File: src/rtl/mem_r_pkg.sv
// Shared constants and types for the memory-side WRAP read responder.
package mem_r_pkg;

    localparam int BEATS  = 8;
    localparam int LINE_W = 512;

    localparam logic [1:0] BURST_FIXED = 2'b00;
    localparam logic [1:0] BURST_INCR  = 2'b01;
    localparam logic [1:0] BURST_WRAP  = 2'b10;

    localparam logic [1:0] RESP_OKAY   = 2'b00;
    localparam logic [1:0] RESP_SLVERR = 2'b10;

    localparam logic [3:0] ARLEN_LINE  = 4'd7;
    localparam logic [2:0] ARSIZE_8B   = 3'd3;

    typedef enum logic [1:0] {
        IDLE  = 2'b00,
        FETCH = 2'b01,
        WAIT  = 2'b10,
        BURST = 2'b11
    } state_e;

    // Critical-word-first order: the 3-bit sum wraps inside the line.
    function automatic logic [2:0] wrap_idx(input logic [2:0] start, input logic [2:0] beat);
        return start + beat;
    endfunction

endpackage

File: src/rtl/mem_wrap_read_responder_if.sv
// AXI AR/R channel bundle for the line refill responder.
// MEM_R_ID_EN adds the arid_i/rid_o pair.
interface mem_wrap_read_responder_if #(
    parameter int ADDR_W = 32,
    parameter int DATA_W = 64
);
    logic [ADDR_W-1:0] araddr_i;
    logic [3:0]        arlen_i;
    logic [2:0]        arsize_i;
    logic [1:0]        arburst_i;
    logic              arvalid_i;
    logic              arready_o;
    logic [DATA_W-1:0] rdata_o;
    logic [1:0]        rresp_o;
    logic              rlast_o;
    logic              rvalid_o;
    logic              rready_i;
`ifdef MEM_R_ID_EN
    logic [3:0]        arid_i;
    logic [3:0]        rid_o;

    modport master (output araddr_i, arlen_i, arsize_i, arburst_i, arvalid_i, rready_i, arid_i,
                    input  arready_o, rdata_o, rresp_o, rlast_o, rvalid_o, rid_o);
    modport slave  (input  araddr_i, arlen_i, arsize_i, arburst_i, arvalid_i, rready_i, arid_i,
                    output arready_o, rdata_o, rresp_o, rlast_o, rvalid_o, rid_o);
`else
    modport master (output araddr_i, arlen_i, arsize_i, arburst_i, arvalid_i, rready_i,
                    input  arready_o, rdata_o, rresp_o, rlast_o, rvalid_o);
    modport slave  (input  araddr_i, arlen_i, arsize_i, arburst_i, arvalid_i, rready_i,
                    output arready_o, rdata_o, rresp_o, rlast_o, rvalid_o);
`endif
endinterface

File: src/rtl/mem_r_line_serializer.sv
// Holds one refill line and walks its words in wrap order, one per accepted beat.
module mem_r_line_serializer #(
    parameter int LINE_W = 512,
    parameter int DATA_W = 64
) (
    input  logic              clk,
    input  logic              rst_n,
    input  logic              load_i,
    input  logic [LINE_W-1:0] line_i,
    input  logic              advance_i,
    input  logic [2:0]        start_i,
    output logic [DATA_W-1:0] word_o,
    output logic              last_o
);
    import mem_r_pkg::*;

    localparam int NBEATS = LINE_W / DATA_W;

    logic [LINE_W-1:0] buf_q;
    logic [2:0]        beat_q;
    logic [2:0]        idx_s;

    // Line buffer capture and beat counter; loading a new line restarts the count.
    always_ff @(posedge clk) begin
        if (!rst_n) begin
            buf_q  <= '0;
            beat_q <= 3'd0;
        end else if (load_i) begin
            buf_q  <= line_i;
            beat_q <= 3'd0;
        end else if (advance_i) begin
            beat_q <= beat_q + 3'd1;
        end
    end

    assign idx_s  = wrap_idx(start_i, beat_q);
    assign word_o = buf_q[int'(idx_s)*DATA_W +: DATA_W];
    assign last_o = (beat_q == 3'(NBEATS - 1));

endmodule

File: src/rtl/mem_wrap_read_responder.sv
// Refill-path responder: one AR at a time, line read, then an 8-beat WRAP burst.
// Optional MEM_R_ID_EN carries arid_i through to rid_o.
module mem_wrap_read_responder #(
    parameter int ADDR_W   = 32,
    parameter int DATA_W   = 64,
    parameter int LINE_W   = 512,
    parameter int INIT_LAT = 4
) (
    input  logic                    clk,
    input  logic                    rst_n,
    mem_wrap_read_responder_if.slave bus,
    output logic                    line_rden_o,
    output logic [ADDR_W-7:0]       line_raddr_o,
    input  logic [LINE_W-1:0]       line_rdata_i
);
    import mem_r_pkg::*;

    state_e            state_q, state_d;
    logic [7:0]        lat_q, lat_d;
    logic [2:0]        start_q;
    logic              err_q;
    logic              err_s;
    logic              capture_s;
    logic              load_s;
    logic              advance_s;
    logic              last_s;
    logic              burst_s;
    logic [DATA_W-1:0] word_s;
    logic              unused_addr_bits;

    assign err_s = (bus.arlen_i != ARLEN_LINE) || (bus.arsize_i != ARSIZE_8B) ||
                   (bus.arburst_i != BURST_WRAP);

    // Next-state logic for the request/fetch/wait/burst sequence.
    always_comb begin
        state_d   = state_q;
        lat_d     = lat_q;
        capture_s = 1'b0;
        load_s    = 1'b0;
        advance_s = 1'b0;
        case (state_q)
            IDLE: begin
                if (bus.arvalid_i) begin
                    capture_s = 1'b1;
                    state_d   = FETCH;
                end else begin
                    state_d   = IDLE;
                end
            end
            FETCH: begin
                load_s  = 1'b1;
                lat_d   = 8'(INIT_LAT);
                state_d = (INIT_LAT == 0) ? BURST : WAIT;
            end
            WAIT: begin
                if (lat_q <= 8'd1) begin
                    state_d = BURST;
                end else begin
                    lat_d   = lat_q - 8'd1;
                end
            end
            BURST: begin
                advance_s = bus.rready_i;
                if (bus.rready_i && last_s) begin
                    state_d = IDLE;
                end else begin
                    state_d = BURST;
                end
            end
            default: state_d = IDLE;
        endcase
    end

    // State, latency counter and AR capture registers.
    always_ff @(posedge clk) begin
        if (!rst_n) begin
            state_q <= IDLE;
            lat_q   <= 8'd0;
            start_q <= 3'd0;
            err_q   <= 1'b0;
        end else begin
            state_q <= state_d;
            lat_q   <= lat_d;
            if (capture_s) begin
                start_q <= bus.araddr_i[5:3];
                err_q   <= err_s;
            end
        end
    end

`ifdef MEM_R_ID_EN
    logic [3:0] id_q;

    // Request ID is held for every beat of the burst.
    always_ff @(posedge clk) begin
        if (!rst_n) begin
            id_q <= 4'd0;
        end else if (capture_s) begin
            id_q <= bus.arid_i;
        end
    end

    assign bus.rid_o = id_q;
`endif

    mem_r_line_serializer #(
        .LINE_W (LINE_W),
        .DATA_W (DATA_W)
    ) u_ser (
        .clk       (clk),
        .rst_n     (rst_n),
        .load_i    (load_s),
        .line_i    (line_rdata_i),
        .advance_i (advance_s),
        .start_i   (start_q),
        .word_o    (word_s),
        .last_o    (last_s)
    );

    // Error bursts still run 8 beats but carry zero data so no stale line leaks out.
    assign burst_s       = (state_q == BURST);
    assign bus.arready_o = (state_q == IDLE);
    assign bus.rvalid_o  = burst_s;
    assign bus.rdata_o   = (burst_s && !err_q) ? word_s : {DATA_W{1'b0}};
    assign bus.rresp_o   = (burst_s && err_q) ? RESP_SLVERR : RESP_OKAY;
    assign bus.rlast_o   = burst_s && last_s;
    assign line_rden_o   = capture_s;
    assign line_raddr_o  = capture_s ? bus.araddr_i[ADDR_W-1:6] : {(ADDR_W-6){1'b0}};

    assign unused_addr_bits = ^bus.araddr_i[2:0];

endmodule

File: src/flat_wrapper.sv
// flat-port wrapper written by rule: the top's interface ports become plain ports
module mem_wrap_read_responder_flat import mem_r_pkg::*;
#(
    parameter int ADDR_W   = 32,
    parameter int DATA_W   = 64,
    parameter int LINE_W   = 512,
    parameter int INIT_LAT = 4
)
  (clk, rst_n, line_rden_o, line_raddr_o, line_rdata_i, bus_araddr_i, bus_arlen_i, bus_arsize_i, bus_arburst_i, bus_arvalid_i, bus_rready_i, bus_arready_o, bus_rdata_o, bus_rresp_o, bus_rlast_o, bus_rvalid_o);
  mem_wrap_read_responder_if #(.ADDR_W(ADDR_W), .DATA_W(DATA_W)) bus_i ();
  input  logic clk;
  input  logic rst_n;
  output logic line_rden_o;
  output logic [ADDR_W-7:0] line_raddr_o;
  input  logic [LINE_W-1:0] line_rdata_i;
  input wire logic [$bits(bus_i.araddr_i)-1:0] bus_araddr_i;
  input wire logic [$bits(bus_i.arlen_i)-1:0] bus_arlen_i;
  input wire logic [$bits(bus_i.arsize_i)-1:0] bus_arsize_i;
  input wire logic [$bits(bus_i.arburst_i)-1:0] bus_arburst_i;
  input wire logic [$bits(bus_i.arvalid_i)-1:0] bus_arvalid_i;
  input wire logic [$bits(bus_i.rready_i)-1:0] bus_rready_i;
  output wire logic [$bits(bus_i.arready_o)-1:0] bus_arready_o;
  output wire logic [$bits(bus_i.rdata_o)-1:0] bus_rdata_o;
  output wire logic [$bits(bus_i.rresp_o)-1:0] bus_rresp_o;
  output wire logic [$bits(bus_i.rlast_o)-1:0] bus_rlast_o;
  output wire logic [$bits(bus_i.rvalid_o)-1:0] bus_rvalid_o;
  assign bus_i.araddr_i = bus_araddr_i;
  assign bus_i.arlen_i = bus_arlen_i;
  assign bus_i.arsize_i = bus_arsize_i;
  assign bus_i.arburst_i = bus_arburst_i;
  assign bus_i.arvalid_i = bus_arvalid_i;
  assign bus_i.rready_i = bus_rready_i;
  assign bus_arready_o = bus_i.arready_o;
  assign bus_rdata_o = bus_i.rdata_o;
  assign bus_rresp_o = bus_i.rresp_o;
  assign bus_rlast_o = bus_i.rlast_o;
  assign bus_rvalid_o = bus_i.rvalid_o;
  mem_wrap_read_responder #(.ADDR_W(ADDR_W), .DATA_W(DATA_W), .LINE_W(LINE_W), .INIT_LAT(INIT_LAT)) u_core (.clk(clk), .rst_n(rst_n), .bus(bus_i), .line_rden_o(line_rden_o), .line_raddr_o(line_raddr_o), .line_rdata_i(line_rdata_i));
endmodule
File: config.mk
export PLATFORM = sky130hd
export DESIGN_NAME = mem_wrap_read_responder_flat
export DESIGN_NICKNAME = d
export VERILOG_FILES = /design/src/rtl/mem_r_pkg.sv /design/src/rtl/mem_wrap_read_responder_if.sv /design/src/rtl/mem_r_line_serializer.sv /design/src/rtl/mem_wrap_read_responder.sv /design/src/flat_wrapper.sv
export SDC_FILE = /design/constraint.sdc
export NUM_CORES = 1
export LEC_CHECK = 0
export CAP_MARGIN = 10
export CORE_AREA = 2 2 258 260
export CTS_CLUSTER_DIAMETER = 30
export DETAILED_ROUTE_END_ITERATION = 6
export DIE_AREA = 0 0 260 262
export GPL_TIMING_DRIVEN = 0
export PLACE_DENSITY = 0.66
export SYNTH_ARGS = -nofsm -noshare
export SYNTH_HDL_FRONTEND = slang
export SYNTH_SLANG_ARGS = --single-unit
File: constraint.sdc
create_clock -name clk -period 2.9 [get_ports clk]
set_input_delay 0.87 -clock clk [delete_from_list [all_inputs] [get_ports clk]]
set_output_delay 0.87 -clock clk [all_outputs]
set_load 0.02 [all_outputs]
Word-level counts from Yosys, hierarchy flattened
Index checks and enable logic that the tools add are counted.
Operators by class
  reduce and logical (&&, ||, !) cells: 11
  bitwise gates (word level): 1
  equality and inequality tests: 9
  shift-type cells: 1
  add/subtract/negate cells: 3
  magnitude comparators: 1
  mux-type cells: 13
Operators with widths (count)
  variable part select 512 x 10 -> 64 bit: 1
  two-way mux 64 bit: 1
  two-way mux 26 bit: 1
  case mux 8 bit (2 select lines): 1
  less-or-equal comparator 8 x 1 -> 1 bit (second input constant): 1
  two-way mux 8 bit: 1
  case mux 2 bit (4 select lines): 1
  subtractor 8 x 1 -> 8 bit (second input constant): 1
  two-way mux 2 bit: 3
  two-way mux 1 bit: 5
  == test 2 bit (second input constant): 2
  logical AND 1 bit: 4
  != test 2 bit (second input constant): 2
  != test 4 x 3 -> 1 bit (second input constant): 1
  adder 3 x 1 -> 3 bit (second input constant): 1
  adder 3 bit: 1
  == test 3 bit (second input constant): 1
  != test 3 x 2 -> 1 bit (second input constant): 1
  == test 2 x 1 -> 1 bit (second input constant): 1
  zero test 2 bit: 1
  logical OR 1 bit: 2
  != test 2 x 1 -> 1 bit (second input constant): 1
  AND reduction 2 bit: 1
  nonzero test 2 bit: 1
  other kinds (3): 3
Word-level totals
  bits of input ports: 557
  output and inout bits: 96
  bits in registers: 529
  word-level logic and storage cells: 45

Logic depth before layout (Yosys ltp)
  word-level depth: 4
  mapped depth: 9
  mapped depth without buffers: 7

Hierarchy
From an unflattened synthesis, not the netlist that was laid out.
Unflattened totals
  cell total of the unflattened synthesis: 2093
  area, all modules: 24564.8 µm²
By module, submodules not included
  mem_r_line_serializer: times used 1, cells an instance 1895, seq. area each 10309.9 µm², area each 23137.2 µm²
  mem_wrap_read_responder: times used 1, cells an instance 198, seq. area each 280.3 µm², area each 1427.6 µm²

Least setup slack after synthesis
Ideal clock, no wire load.
  kind: register -> output
  start point: reg u_core.u_ser.beat_q[0]
  end point: out bus_rdata_o[13]
  stages on the path, launching flop included: 9
  path buffers: 2
  setup slack: -262 ps
  arrival time: 2292 ps
  data required time: 2030 ps
  cells stage by stage: dfxtp_1 ha_1 inv_1 fa_1 buf_2 buf_2 mux4_2 nand2_1 a21oi_1
On the way
  word-level cells in the longest chain between the ends: 3
RTL lines
  start, declared: line mem_r_line_serializer.sv:20  | logic [2:0] beat_q;
  start signal, assigned: line mem_r_line_serializer.sv:32  | beat_q <= beat_q + 3'd1;
  adder 3 bit: line mem_r_pkg.sv:26  | return start + beat;
  variable part select 512 x 10 -> 64 bit: line mem_r_line_serializer.sv:37  | assign word_o = buf_q[int'(idx_s)*DATA_W +: DATA_W];
  two-way mux 64 bit: line mem_wrap_read_responder.sv:124  | assign bus.rdata_o = (burst_s && !err_q) ? word_s : {DATA_W{1'b0}};
  end, declared: line flat_wrapper.sv:23  | output wire logic [$bits(bus_i.rdata_o)-1:0] bus_rdata_o;
No other way between the ends.

Worst setup path in the final report
  start point: reg u_core.start_q[0]
  end point: out bus_rdata_o[17]
On the way
  word-level cells in the longest chain between the ends: 3
RTL lines
  start, declared: line mem_wrap_read_responder.sv:20  | logic [2:0] start_q;
  start signal, assigned: line mem_wrap_read_responder.sv:85  | start_q <= bus.araddr_i[5:3];
  adder 3 bit: line mem_r_pkg.sv:26
  variable part select 512 x 10 -> 64 bit: line mem_r_line_serializer.sv:37
  two-way mux 64 bit: line mem_wrap_read_responder.sv:124
No other way between the ends.

==> key figures <==
Timing
  – Setup Skew: 0.0311 ns
  – Period utilization: 140%
  – Actual slew at the worst max-slew pin: about 1.1 ns
  – Unrepaired setup endpoints after global routing: yes
  – Crit path time final: 4.07 ns
  – Endpoints failing setup: 64
  – Slew Viols, Final: 0
  – Slew headroom: 24.5%
  – Final setup margin: -1.17 ns
  – Endpoints failing hold: 0
  – Fmax: 246 MHz

Global routing
  – Vias in the first global route: 23,518
  – Gr usage total: 30.3%
  – First-pass GRT wire length: between 100,000 and 150,000 microns
  – Largest net degree at the start of global routing: 18
  – GR Overflow Total: 0
  – Antenna violations before repair: 33

Floorplanning
  – Die Y: approximately 260 microns
  – Core area: around 65,000 sq um
  – Die ar.: between 60,000 and 70,000 sq um
  – Die Width: 260 microns
  – Initial Util: between 30% and 40%
  – I/O pin count: 653
  – Row cnt: 94

Yosys
  – Synth top area share: 44.5%
  – Cell Area, Synth: 23,800 sq um
  – Post-synthesis compound-gate area fraction: 18.2%
  – Synth Area in Adders: less than 1%
  – Post-synthesis sequential area ratio: 44.5%
  – Synth Area in Simple Gates: 20.1%
  – XOR/XNOR share of the synthesized area: 0.205%
  – Largest family of logic cells by synthesized area: simple AND/OR/NAND/NOR gates
  – Post-synthesis cell type count: 42
  – Ranking of synthesized cells by area: dfxtp_1 44%, nand2_1 18%, a21boi_0 16%, mux4_2 12%, clkbuf_1 2.2%
  – Yosys warning total: 0
  – Syn avg cell area: just under 9 sq um
  – Post-synthesis mux area share: 12.4%
  – Syn nets: 3,304
  – #FFs+latches synth: roughly 530
  – Cells after Synth: 2,741
  – Cell taking the most area after synthesis: dfxtp_1

Worst hold path
  – Hold Crit Class: reg2reg

Layout
  – Footprint of the multi-input gates: 13,100 sq um
  – Fill cells: 5,937
  – Share of cells above drive strength 1: roughly a fifth
  – Nets: 4,125
  – Area Overhead vs Synth: 57.6%
  – Finished Core Util: 57.5%
  – Sequential cell area: 10,600 sq um

Clock network
  – Worst-path clk slew: approximately 0.05 ns
  – Max H-tree Level: 3
  – Clk Latency, worst-skew pair: between 0.6 and 0.7 ns
  – CTS tree: yes
  – Root buf cell: clkbuf_16
  – # hold bufs at CTS: 0
  – Clk buf depth: 3
  – CTS Buf Count: about 120
  – Number of clock sinks: around 530

Outcome
  – Violated checks: negative setup slack
  – Outcome: finished, violations left

Worst setup path
  – CP endpoint kind: output pin
  – Kind of critical path: reg2out
  – Most used cell along the critical path: buf_12
  – FF-to-FF setup slack: 0.26 ns
  – Arrival time at the worst endpoint: around 3.2 ns
  – Critical Path Start Type: flip-flop
  – Cell chain of the critical path: ha_4 > inv_2 > fa_2 > buf_12 > buf_12 > buf_12 > mux4_2 > nand2_4 > a21oi_2 > buf_4
  – Crit Path Max Fanout: 7
  – Slowest cell on the critical path: fa_2
  – CP peak stage delay: 0.62 ns
  – Critical Path RT: 2.03 ns

Drt
  – DRC Markers: 0
  – Routed Antenna Nets: 0
  – Initial DRT Pass Iterations: 5
  – Avg Vias per Cell: 5.14
  – Total wire length: 107,000 microns
  – Via count: between 20,000 and 25,000
  – WL/cell: 23.5 microns
  – DRT iter0 DRCs: between 1,500 and 2,000

Place
  – Placer Congestion: 0.936
  – DP HPWL: 80,300 microns
  – Port Buffers: 647

Pwr
  – Peak VDD IR: 0.486 mV
  – Pwr/cell area: 706 nW/um^2
  – Total power: 26.5 mW
  – Leak: between 10 and 15 nW

Job
  – Max_cap viols: 0
placed cells by master, fill, tap and decap left out, drive strengths merged, types with 3 or more instances in the layout:
cell type,n
a21boi,514
dlygate4sd2,8
nand2b,6
clkdlybuf4s15,3
a21oi,70
o21ai,5
clkbuf,295
mux2i,6
clkdlybuf4s50,551
dfxtp,529
nand3,8
inv,21
nor4,4
clkinvlp,14
bufinv,18
mux4,128
nand2,1154
diode,20
ha,5
nor2,7
buf,217
and3,28
clkinv,38
nor2b,10
repair_timing:
action,in CTS,in global routing
cloned,6,4
endpoints found under the setup margin,95,97
resized for setup,595,141
pin swaps,34,38
buffers inserted,28,22
stage by stage:
step | setup TNS (ns) | setup slack (ns) | hold WS, ns | instance area (sq um) | cells
2_1_floorplan | -2.47 | -0.0823 | 0.440 | 24100 | 2741
5_1_grt | -74.73 | -1.24 | 0.477 | 37500 | 4545
3_5_place_dp | -122.80 | -1.80 | 0.454 | 31700 | 4252
3_3_place_gp | -119.19 | -1.79 | 0.448 | 31700 | 4252
4_1_cts | -72.79 | -1.26 | 0.461 | 37000 | 4509
6_report | -69.09 | -1.17 | 0.457 | 37500 | 4550
power breakdown:
part,total [mW],switching (mW),internal (mW)
Sequential,8.14,0.306,7.84
Clock,14.3,4.67,9.62
Combinational,4.07,2.19,1.88
Total,26.5,7.16,19.3
synth_stat cells:
| cell | count |
|---|---|
| a41oi_1 | 1 |
| o31a_1 | 1 |
| nand3_1 | 8 |
| and3_1 | 28 |
| ha_1 | 5 |
| nor4bb_1 | 1 |
| buf_4 | 2 |
| inv_1 | 7 |
| buf_2 | 83 |
| mux2i_1 | 6 |
| nand2_1 | 1154 |
| a2bb2oi_1 | 2 |
| or4_4 | 1 |
| dfxtp_1 | 529 |
| nor4_1 | 4 |
| xor2_2 | 1 |
| o311ai_0 | 1 |
| o21ai_0 | 5 |
| o221a_2 | 1 |
| a21boi_0 | 513 |
| nor3b_1 | 2 |
| a21oi_1 | 70 |
| nand2b_1 | 6 |
| nand3b_1 | 1 |
| mux4_2 | 128 |
| clkbuf_1 | 141 |
| xnor2_2 | 2 |
| buf_1 | 7 |
| or4b_1 | 1 |
| a21boi_1 | 1 |
| o31ai_1 | 1 |
| nor2b_1 | 10 |
| o211a_1 | 1 |
| nor2_1 | 7 |
| nand4b_1 | 1 |
| and2_1 | 2 |
| or4b_4 | 1 |
| or2_2 | 1 |
| a31oi_1 | 2 |
| conb_1 | 1 |
| o2bb2ai_1 | 1 |
| fa_1 | 1 |
worst paths after layout:
| check | start | endpoint | cells past startpoint |
|---|---|---|---|
| min reg2reg | u_core.u_ser.buf_q[507] | u_core.u_ser.buf_q[507] | 2 |
| max | u_core.start_q[0] | bus_rdata_o[17] | 10 |
| min | u_core.u_ser.buf_q[507] | u_core.u_ser.buf_q[507] | 2 |
| max reg2reg | u_core.state_q[1] | u_core.u_ser.buf_q[252] | 7 |
kinds of logic after synthesis:
kind of cell | after synthesis
flops | 529
fa+ha+maj | 6
xor+xnor | 3
other cells | 1
simple gates | 1228
buf+inv | 240
compound gates | 600
mux | 134
routing by layer:
metal / vias up / wire, microns / global-route usage, %
met3: 194 / 8530 / 6.66
met4: 18 / 4680 / 13.7
met1: 11227 / 41300 / 35.7
met2: 1012 / 52300 / 52.6
met5: - / 114 / 0
li1: 10920 / - / -
layout make-up:
type                            count  area share (%)
Antenna cell                       20           0.133
Buffer                            228            3.47
Clock buffer                      143            8.64
Clock inverter                     84            2.91
Inverter                            7          0.0700
Multi-Input combinational cell   1972            34.8
Sequential cell                   529            28.2
Tap cell                          864            2.88
Timing Repair Buffer              703            18.8
flip-flops by register name, indices dropped and copies added, names as in the netlist:
name	flops
u_core.u_ser.beat_q	3
u_core.lat_q	8
u_core.start_q	3
u_core.err_q	1
u_core.u_ser.buf_q	512
u_core.state_q	2
critical path: cells and delay by family, from the launching register on:
family	cells	cell delay, ns
mux	1	0.54
compound gates	1	0.07
fa+ha+maj	2	0.75
simple gates	1	0.12
flops	1	0.35
buf+inv	5	0.68
Power figures use the tool's default switching activity.
